### src/rtl/wb_commit.sv
// Writeback/commit stage: registers one mem-stage instruction, retires it
// to the register file or raises a trap, then discards a fixed kill window.
//
// Ports:
//   clk, reset_n                    clock, synchronous active-low reset
//   mem_valid / mem_ready           capture handshake from the mem stage
//   mem_pc .. mem_csr_wdata         instruction bundle from the mem stage
//   csr_addr/csr_write/csr_wdata    CSR access port (request)
//   csr_error/csr_rdata             CSR access port (response)
//   wb_valid/wb_exc/wb_exc_cause    retire / trap report to the CSR block
//   wb_pc/wb_data                   pc and tval of the committing entry
//   rf_we/rf_rd/rf_wdata            register file write port
//   flush                           kill younger pipeline state
module wb_commit #(
    parameter int KILL_CYCLES = 3
) (
    input  logic        clk,
    input  logic        reset_n,
    input  logic        mem_valid,
    output logic        mem_ready,
    input  logic [29:0] mem_pc,
    input  logic [4:0]  mem_rd,
    input  logic [31:0] mem_result,
    input  logic        mem_exc,
    input  logic [3:0]  mem_exc_cause,
    input  logic [31:0] mem_tval,
    input  logic        mem_csr_en,
    input  logic [1:0]  mem_csr_op,
    input  logic [11:0] mem_csr_addr,
    input  logic [31:0] mem_csr_wdata,
    output logic [11:0] csr_addr,
    output logic [1:0]  csr_write,
    output logic [31:0] csr_wdata,
    input  logic        csr_error,
    input  logic [31:0] csr_rdata,
    output logic        wb_valid,
    output logic        wb_exc,
    output logic [3:0]  wb_exc_cause,
    output logic [29:0] wb_pc,
    output logic [31:0] wb_data,
    output logic        rf_we,
    output logic [4:0]  rf_rd,
    output logic [31:0] rf_wdata,
    output logic        flush
);

    localparam logic [3:0] ILLEGAL = 4'd2;
    localparam logic [3:0] KILL_N  = 4'(KILL_CYCLES);

    typedef enum logic {
        RUN,
        KILL
    } state_t;

    state_t      state_q, state_d;
    logic [3:0]  cnt_q, cnt_d;

    logic        valid_q;
    logic [29:0] pc_q;
    logic [4:0]  rd_q;
    logic [31:0] result_q;
    logic        exc_q;
    logic [3:0]  cause_q;
    logic [31:0] tval_q;
    logic        csr_en_q;
    logic [1:0]  csr_op_q;
    logic [11:0] csr_addr_q;
    logic [31:0] csr_wdata_q;

    logic        capture;
    logic        trap;

    assign mem_ready = reset_n;
    assign capture   = mem_valid & mem_ready;

    // Upstream fault outranks a CSR access error.
    assign trap = valid_q & (exc_q | (csr_en_q & csr_error));

    always_ff @(posedge clk) begin
        if (!reset_n) begin
            state_q     <= RUN;
            cnt_q       <= 4'd0;
            valid_q     <= 1'b0;
            pc_q        <= '0;
            rd_q        <= '0;
            result_q    <= '0;
            exc_q       <= 1'b0;
            cause_q     <= '0;
            tval_q      <= '0;
            csr_en_q    <= 1'b0;
            csr_op_q    <= '0;
            csr_addr_q  <= '0;
            csr_wdata_q <= '0;
        end else begin
            state_q <= state_d;
            cnt_q   <= cnt_d;
            // The entry arriving on the trap edge is younger: drop it.
            valid_q <= capture & (state_q == RUN) & ~trap;
            if (capture) begin
                pc_q        <= mem_pc;
                rd_q        <= mem_rd;
                result_q    <= mem_result;
                exc_q       <= mem_exc;
                cause_q     <= mem_exc_cause;
                tval_q      <= mem_tval;
                csr_en_q    <= mem_csr_en;
                csr_op_q    <= mem_csr_op;
                csr_addr_q  <= mem_csr_addr;
                csr_wdata_q <= mem_csr_wdata;
            end
        end
    end

    always_comb begin
        state_d = state_q;
        cnt_d   = cnt_q;
        unique case (state_q)
            RUN: begin
                if (trap) begin
                    state_d = KILL;
                    cnt_d   = KILL_N;
                end
            end
            KILL: begin
                cnt_d = cnt_q - 4'd1;
                if (cnt_q == 4'd1) begin
                    state_d = RUN;
                end
            end
            default: begin
                state_d = RUN;
                cnt_d   = 4'd0;
            end
        endcase
    end

    assign csr_addr     = csr_addr_q;
    assign csr_wdata    = csr_wdata_q;
    // Faulted instructions must not side-effect the CSR file.
    assign csr_write    = (valid_q & ~exc_q & csr_en_q) ? csr_op_q : 2'b00;

    assign wb_exc       = trap;
    assign flush        = trap;
    assign wb_exc_cause = exc_q ? cause_q : ILLEGAL;
    assign wb_valid     = valid_q & ~trap;
    assign wb_pc        = pc_q;
    assign wb_data      = tval_q;

    assign rf_we        = valid_q & ~trap & (rd_q != 5'd0);
    assign rf_rd        = rd_q;
    assign rf_wdata     = csr_en_q ? csr_rdata : result_q;

endmodule

### config.mk
export PLATFORM = sky130hd
export DESIGN_NAME = wb_commit
export DESIGN_NICKNAME = d
export VERILOG_FILES = /design/src/rtl/wb_commit.sv
export SDC_FILE = /design/constraint.sdc
export NUM_CORES = 1
export LEC_CHECK = 0
export ABC_AREA = 1
export BUFFER_PORTS_ARGS = -buffer_cell sky130_fd_sc_hd__buf_2
export CAP_MARGIN = 20
export CORE_AREA = 2 2 131 133
export DETAILED_ROUTE_END_ITERATION = 12
export DIE_AREA = 0 0 133 135
export PLACE_DENSITY = 0.78
export SLEW_MARGIN = 25
export SYNTH_ARGS = -nofsm -noshare
export SYNTH_HDL_FRONTEND = slang
export SYNTH_SLANG_ARGS = --single-unit
### constraint.sdc
create_clock -name clk -period 2.4 [get_ports clk]
set_clock_uncertainty 0.05 [all_clocks]
set_input_delay 0.12 -clock clk [delete_from_list [all_inputs] [get_ports clk]]
set_output_delay 0.12 -clock clk [all_outputs]
set_load 0.1 [all_outputs]
After elaboration in Yosys (flattened, before gate mapping)
Cells that the tools add are included. Widths: inputs -> output; s select.

Bits in registers: 157. Input port bits: 187.

$add $sub $neg: 1. Equal/unequal tests: 2. Mux-type cells: 8. Bitwise logic cells: 13. Reductions and logical operators: 1.

Operator list (number): $mux 32 (1); $and 1x1->1 (9); $mux 4 (2); $pmux 4 s2 (1); $reduce_bool 5->1 (1); $eq 4x1->1 const B (1); $sub 4x1->4 const B (1); $not 1->1 (3); $mux 1 (2); $mux 2 (1); $ne 2x2->1 const B (1); $pmux 1 s2 (1); $or 1x1->1 (1).

Longest topological paths before layout
Gate-level depths: netlist of the first run.

Depth in word-level cells: 6. Gate-level depth with buffers: 6. Gate-level depth less buffers: 6.

Worst setup path after synthesis of the first run
OpenSTA, ideal clock, no wires.

Path kind: reg2out. From: register exc_q. To: output rf_we. Arrival: 4.050 ns. Required time: 2.230 ns. Path slack: -1.820 ns. Cell stages (with the launch flop): 5. Cell sequence: dfxtp_1 -> inv_1 -> nand2_1 -> nor2_1 -> a21boi_0.

Cells in the longest elaborated chain, start to end: 5.

Ends and longest elaborated chain: from (decl) (line 62) `logic exc_q;`; from (signal assigned) (line 103) `exc_q <= mem_exc;`; $or 1x1->1 (line 77) `assign trap = valid_q & (exc_q | (csr_en_q & csr_error));`; $and 1x1->1 (line 77); $not 1->1; $and 1x1->1; via wb_valid (line 36) `output logic wb_valid,`; $and 1x1->1 (line 149) `assign rf_we = valid_q & ~trap & (rd_q != 5'd0);`; to (decl) (line 41) `output logic rf_we,`.

The timed path passes the listed nets, and every way through them passes these cells.

Final worst setup path of the first run
From: register csr_en_q. To: output wb_exc.

Cells in the longest elaborated chain, start to end: 3.

Ends and longest elaborated chain: from (decl) (line 65) `logic csr_en_q;`; from (signal assigned) (line 106) `csr_en_q <= mem_csr_en;`; $and 1x1->1 (line 77); $or 1x1->1 (line 77); $and 1x1->1 (line 77); to (decl) (line 37) `output logic wb_exc,`.

No other way between the ends.

==> run summary, run 1 <==
Total Routing Usage GR -> 23.5%
Final setup violation count -> 0
Final min period -> 2.18 ns
Fillers -> 1316
Pins Over Slew Limit -> 0
Post-DRT Antenna Nets -> 0
Wire per inst -> 14.5 um
Post-synthesis adder-cell area fraction -> 0.406%
Xor/xnor share of the synthesized area -> 0%
Synth warn -> 0
Overflow after GRT -> 0
Achievable frequency -> 459 MHz
Critical Path Source Type -> register
Vias in the first global route -> 7107
Reg clk slew, reported paths -> 0.06 ns
Layout cells sized above 1 -> 30.0%
Die Width -> 133 um
Reg2reg setup slack -> 0.97 ns
Crit. End Element -> output port
TritonCTS buffer count -> 17
Post-synthesis instance total -> 830
HPWL after DPL -> 12900 um
Worst Setup EP -> wb_exc
Clk sinks -> 157
Mean Syn Cell Area -> 7.43 um^2
Slew @ Worst Pin -> 0.545 ns
Antenna diodes -> 0
Worst EP arrival -> 2.01 ns
Reg2reg start -> csr_en_q
Unrepaired setup endpoints after global routing -> false
Inst Count DP -> 1329
Final wirelength -> 21900 um
Critical Path Start -> csr_en_q
Clk_lat worst skew -> 0.41 ns
CP Data Required Time -> 2.23 ns
Register area share after synthesis -> 51.0%
Drt pass-1 iters -> 5
Total number of vias -> 7441
Area leader, netlist -> dfxtp_1
CP Max Fanout -> 35
Initial DRC Count -> 509
Mux cell area share after synthesis -> 0%
Final Non-Filler Cells -> 1513
# Post-CTS Setup Buffers -> 0
Reg-to-reg endpoint -> state_q
Port Buffer Count -> 340
Main area contributors after synthesis -> dfxtp_1, a21oi_1, nand3_1
H-tree Lvls -> 4
Power per Cell Area -> 737 mW/mm^2
Nets -> 1469
Final Hold Viols -> 0
Pin count of the biggest net entering global routing -> 90
Die area -> 0.0180 mm^2
Critical path class -> register to output port
Slew Limit Headroom -> 63.6%
Row count -> 47
Gpl congestion -> 0.842
Core ar. -> 0.0164 mm^2
Effective utilization at floorplan -> 37.6%
First-pass GRT wire length -> 34100 um
Max Cap Viol -> 0
Cell Area, Synth -> 0.00616 mm^2
Worst Reg-to-Reg Cells -> 5
Area growth from synthesis to layout -> 63.8%
Tcrit/Tclk final -> 90.7%
DRC viols -> 0
Synth Area in Compound Gates -> 15.5%
Post-synthesis register bit count -> 157
Hold Path Class -> primary input to register
CTS tree -> built
Root Buffer -> clkbuf_16
Run status -> completed
Main combinational cell family by area after synthesis -> simple AND/OR/NAND/NOR gates
Post-synthesis simple-gate area fraction -> 24.7%
Synth unique cells -> 19
Mapped Nets -> 1019
Clock Path Buffers -> 2
Routed vias/inst -> 4.92
Worst vdd ir -> 0.000553 V
Leakage power -> 4.70 nW
Die H -> 135 um
Initial antenna violation count -> 0
Top cell type's share of synthesized area -> 51.0%
Hold WS -> 0.0708 ns
I/O Pins -> 341
-- per-layer routing --
metal	global-route usage, %	wire (um)
met1	27.2	8680
met2	41.3	11300
met3	5.44	1360
met4	10.8	580
met5	0	0
-- cell usage in the layout, fill, tap and decap left out, types with 2 or more instances in the layout --
cell,n
a21oi_1,155
buf_12,5
buf_2,338
buf_4,6
bufinv_16,2
clkbuf_16,17
clkbuf_8,2
clkinv_4,5
dfxtp_1,156
dlygate4sd3_1,152
ha_1,2
inv_1,47
inv_6,2
inv_8,2
nand2_1,159
nand3_1,122
nor2_1,75
o21ai_0,14
o21ai_1,20
-- cells by family after synthesis --
logic type,count (synthesis)
compound gates,190
flops,157
fa+ha+maj,2
buf+inv,119
simple gates,362
-- cell type report --
| class | instances | area (um^2) | share of cell area (%) |
|---|---|---|---|
| Clock inverter | 13 | 156 | 1.55 |
| Timing Repair Buffer | 502 | 3370 | 33.4 |
| Inverter | 48 | 183 | 1.81 |
| Tap cell | 220 | 275 | 2.73 |
| Clock buffer | 19 | 453 | 4.49 |
| Sequential cell | 157 | 3140 | 31.2 |
| Multi-Input combinational cell | 554 | 2510 | 24.9 |
-- synthesized netlist by cell type --
cell type and instances:
o21ai_0 34, dfxtp_1 157, nand2_1 159, a21boi_0 1
or2_2 1, inv_1 47, buf_2 28, nand3_1 122
ha_1 2, inv_2 1, nor3_1 1, nand2_2 1
a21oi_1 155, buf_4 10, nand4_1 1, buf_1 11
clkbuf_1 22, and3_1 1, nor2_1 76
-- what timing repair did --
| action | CTS | global route |
|---|---|---|
| hold buffers | 152 | 0 |
| resized for setup | 0 | 0 |
| endpoints found under the setup margin | 0 | 0 |
| endpoints found under the hold margin | 152 | 0 |
-- worst min path at each step --
stage,from,to,slack [ns],cells past startpoint
finish,mem_valid,result_q[15],0.07,3
global route,mem_valid,result_q[19],0.07,3
CTS,mem_valid,result_q[15],0.05,3
detailed placement,mem_result[4],result_q[4],0.30,3
global placement,mem_result[3],result_q[3],0.29,3
floorplan,mem_exc,exc_q,0.21,2
-- state kept, by name (all words and copies together), names as in the netlist, 2 cells and up --
register and count:
wb_data 32, csr_wdata 32, wb_pc 30, csr_op_q 2
cnt_q 4, cause_q 4, rf_rd 5, result_q 32
csr_addr 12
-- report_power, final --
part	internal [W]	leakage, nW	total [W]	switching [W]
registers	0.00273	1.29	0.00280	0.0000655
clock network	0.00162	0.298	0.00275	0.00113
logic	0.000494	3.12	0.00189	0.00140
total	0.00484	4.70	0.00744	0.00260
-- critical path, stage by stage (launching register included) --
cell,delay [ns]
dfxtp_2,0.68
nand2_1,0.13
nand2_1,0.12
nand2_1,0.10
inv_1,0.12
buf_2,0.44
-- stage by stage --
step | cell area (um^2) | TNS (ns) | setup WS (ns) | power, W | utilization (%)
2_1_floorplan | 6170 | -5.81 | -0.539 | 0.00416 | -
3_3_place_gp | 7960 | 0 | 0.759 | 0.00451 | 48.5
3_5_place_dp | 7960 | 0 | 0.686 | 0.00452 | 48.5
4_1_cts | 10100 | 0 | 0.236 | 0.00746 | 61.5
5_1_grt | 10100 | 0 | 0.0458 | 0.00769 | 61.5
6_report | 10100 | 0 | 0.224 | 0.00744 | 61.5
Note: power is estimated with default switching activity, not from simulation.
==> inputs of run 2 (changes only) <==
ABC_AREA = 0   (was 1)
CORE_AREA = 2 2 134 136   (was 2 2 131 133)
DIE_AREA = 0 0 136 138   (was 0 0 133 135)
PLACE_DENSITY = 0.66   (was 0.78)
==> run 2 against run 1 <==
Setup slack better by 0.20 ns. Global-route usage down 3.8 points. Power grew 3.3%. Final cell count is 15% lower. Largest cell class unchanged. Largest power group unchanged.
==> run summary, run 2 <==
Top cell type's share of synthesized area -> 51.6%
Critical Path Source Type -> register
Nets -> 1233
Die H -> 138 um
CP Max Fanout -> 3
Final Hold Viols -> 0
Worst Reg-to-Reg Cells -> 4
Power per Cell Area -> 765 mW/mm^2
Total number of vias -> 5771
Mux cell area share after synthesis -> 30.7%
Main area contributors after synthesis -> dfxtp_1, mux2i_1, nor2_1
Drt pass-1 iters -> 4
Wire per inst -> 14.7 um
Clock Path Buffers -> 2
CTS tree -> built
Root Buffer -> clkbuf_16
Xor/xnor share of the synthesized area -> 0%
Post-synthesis adder-cell area fraction -> 0.411%
Layout cells sized above 1 -> 39.5%
Tcrit/Tclk final -> 82.5%
Register area share after synthesis -> 51.6%
Setup ws final -> 0.420 ns
Cts repair resizes -> 0
Reg clk slew, reported paths -> 0.06 ns
Vias in the first global route -> 6010
Clk_lat worst skew -> 0.41 ns
Total Routing Usage GR -> 19.7%
Internal -> 0.00483 W
Synth Area in Compound Gates -> 1.42%
Row count -> 49
Inst Count DP -> 1102
Leakage power -> 5.20 nW
H-tree Lvls -> 4
Mean Syn Cell Area -> 10.8 um^2
HPWL after DPL -> 11900 um
Comb power frac -> 28.2%
Max Cap Viol -> 0
Seq pwr share -> 37.1%
Main combinational cell family by area after synthesis -> multiplexers
Critical Path Start -> rf_rd[0]
Clk sinks -> 157
Top cells by count, synth -> dfxtp_1, nor2_1, mux2i_1
Post-DRT Antenna Nets -> 0
Overflow after GRT -> 0
Slew @ Worst Pin -> 0.538 ns
Die Width -> 136 um
Hold Path Class -> primary input to register
Die area -> 0.0188 mm^2
Asr flop ratio synth -> 0%
Final wirelength -> 18900 um
Fillers -> 1508
Area leader, netlist -> dfxtp_1
Initial antenna violation count -> 1
Main synth FF type -> dfxtp_1
Effective utilization at floorplan -> 34.8%
Area growth from synthesis to layout -> 64.6%
Post-synthesis simple-gate area fraction -> 11.0%
Clock network power share -> 34.7%
Unrepaired setup endpoints after global routing -> false
Run status -> completed
Final setup violation count -> 0
Reg2reg setup slack -> 1.23 ns
Number of synthesized flops with an enable pin -> 0
Crit. End Element -> output port
Sw frac -> 37.1%
I/O Pins -> 341
Gpl congestion -> 0.740
Port Buffer Count -> 340
First-pass GRT wire length -> 29600 um
Initial DRC Count -> 173
Slew Limit Headroom -> 64.4%
Achievable frequency -> 505 MHz
Final min period -> 1.98 ns
Count leader, synth -> dfxtp_1
Reg2reg start -> cnt_q[0]
Synth unique cells -> 28
Most frequent cells in the layout -> buf_2, dfxtp_1, nor2_1, dlygate4sd3_1, mux2i_1
Cell Area, Synth -> 0.00610 mm^2
Sw power -> 0.00285 W
Worst Setup EP -> rf_we
Post-place setup slack -> 0.822 ns
CP Data Required Time -> 2.23 ns
Worst vdd ir -> 0.000499 V
Worst EP arrival -> 1.81 ns
Post-synthesis instance total -> 567
Critical path class -> register to output port
Routed vias/inst -> 4.48
Mapped Nets -> 756
Hold WS -> 0.150 ns
Post-synthesis register bit count -> 157
Core ar. -> 0.0175 mm^2
Pwr Total -> 0.00768 W
TritonCTS buffer count -> 17
Final Non-Filler Cells -> 1287
Pin count of the biggest net entering global routing -> 56
DRC viols -> 0
Reg-to-reg endpoint -> cnt_q[2]
Pins Over Slew Limit -> 0
Commonest non-fill, non-tap cell in the layout -> buf_2
Util after Layout -> 57.2%
Synth warn -> 0
## run 2: cell count changes after synthesis, sizes merged, moves of 16 or more
cell and change:
nand2 -155, a21oi -153, mux2i +151, nand3 -122
nor2 +77, inv -44, o21ai -34, mux2 +32
buf -16
## run 2: per-stage QoR
step                      instance area (um^2)  setup TNS, ns
after global routing                     10000              0
after floorplan                           6100        -0.0104
final                                    10000              0
after global placement                    7940              0
after detailed placement                  7940              0
after CTS                                10000              0
## run 2: power groups by stage
stage / clock network, W / logic [W] / registers (W)
2_1_floorplan: 0 / 0.000808 / 0.00368
3_3_place_gp: 0 / 0.00195 / 0.00290
3_5_place_dp: 0 / 0.00196 / 0.00290
4_1_cts: 0.00275 / 0.00216 / 0.00285
5_1_grt: 0.00287 / 0.00226 / 0.00287
6_report: 0.00266 / 0.00217 / 0.00285
## run 2: timing repair
item | CTS | global route
endpoints found under the hold margin | 155 | 0
hold buffers | 152 | 0
buffers inserted | 0 | 0
## run 2: logic make-up after synthesis
kind of cell / count (synthesis)
flops: 157
simple gates: 170
buf+inv: 45
mux: 183
compound gates: 10
fa+ha+maj: 2
## run 2: worst max-delay path: stages (launching register included)
cell     delay, ns
dfxtp_1       0.31
or4_1         0.57
o21a_1        0.22
buf_2         0.30
## run 2: worst min-delay path by stage
stage	start	slack [ns]	depth (start not counted)	end
final	mem_valid	0.15	3	valid_q
after detailed placement	mem_csr_wdata[26]	0.31	3	csr_wdata[26]
after CTS	mem_valid	0.13	3	valid_q
after global routing	csr_error	0.18	4	valid_q
after floorplan	mem_exc_cause[1]	0.22	2	cause_q[1]
after global placement	mem_pc[10]	0.30	3	wb_pc[10]
## run 2: area by class of cell
cell class | instances | area (um^2) | area share [%]
diodes | 1 | 2.50 | 0.0249
clock buffers | 17 | 425 | 4.24
clock inverters | 15 | 150 | 1.50
inverters | 4 | 17.5 | 0.175
multi-input cells | 365 | 2660 | 26.5
flip-flops and latches | 157 | 3140 | 31.3
well taps | 229 | 287 | 2.86
repair buffers | 499 | 3350 | 33.3
## run 2: metal layers
metal / vias up / GRT usage (%) / routed length (um)
li1: 2856 / - / -
met1: 2623 / 21.5 / 7480
met2: 250 / 35.2 / 9430
met3: 42 / 6.09 / 1480
met4: 0 / 7.79 / 512
met5: - / 0 / 0
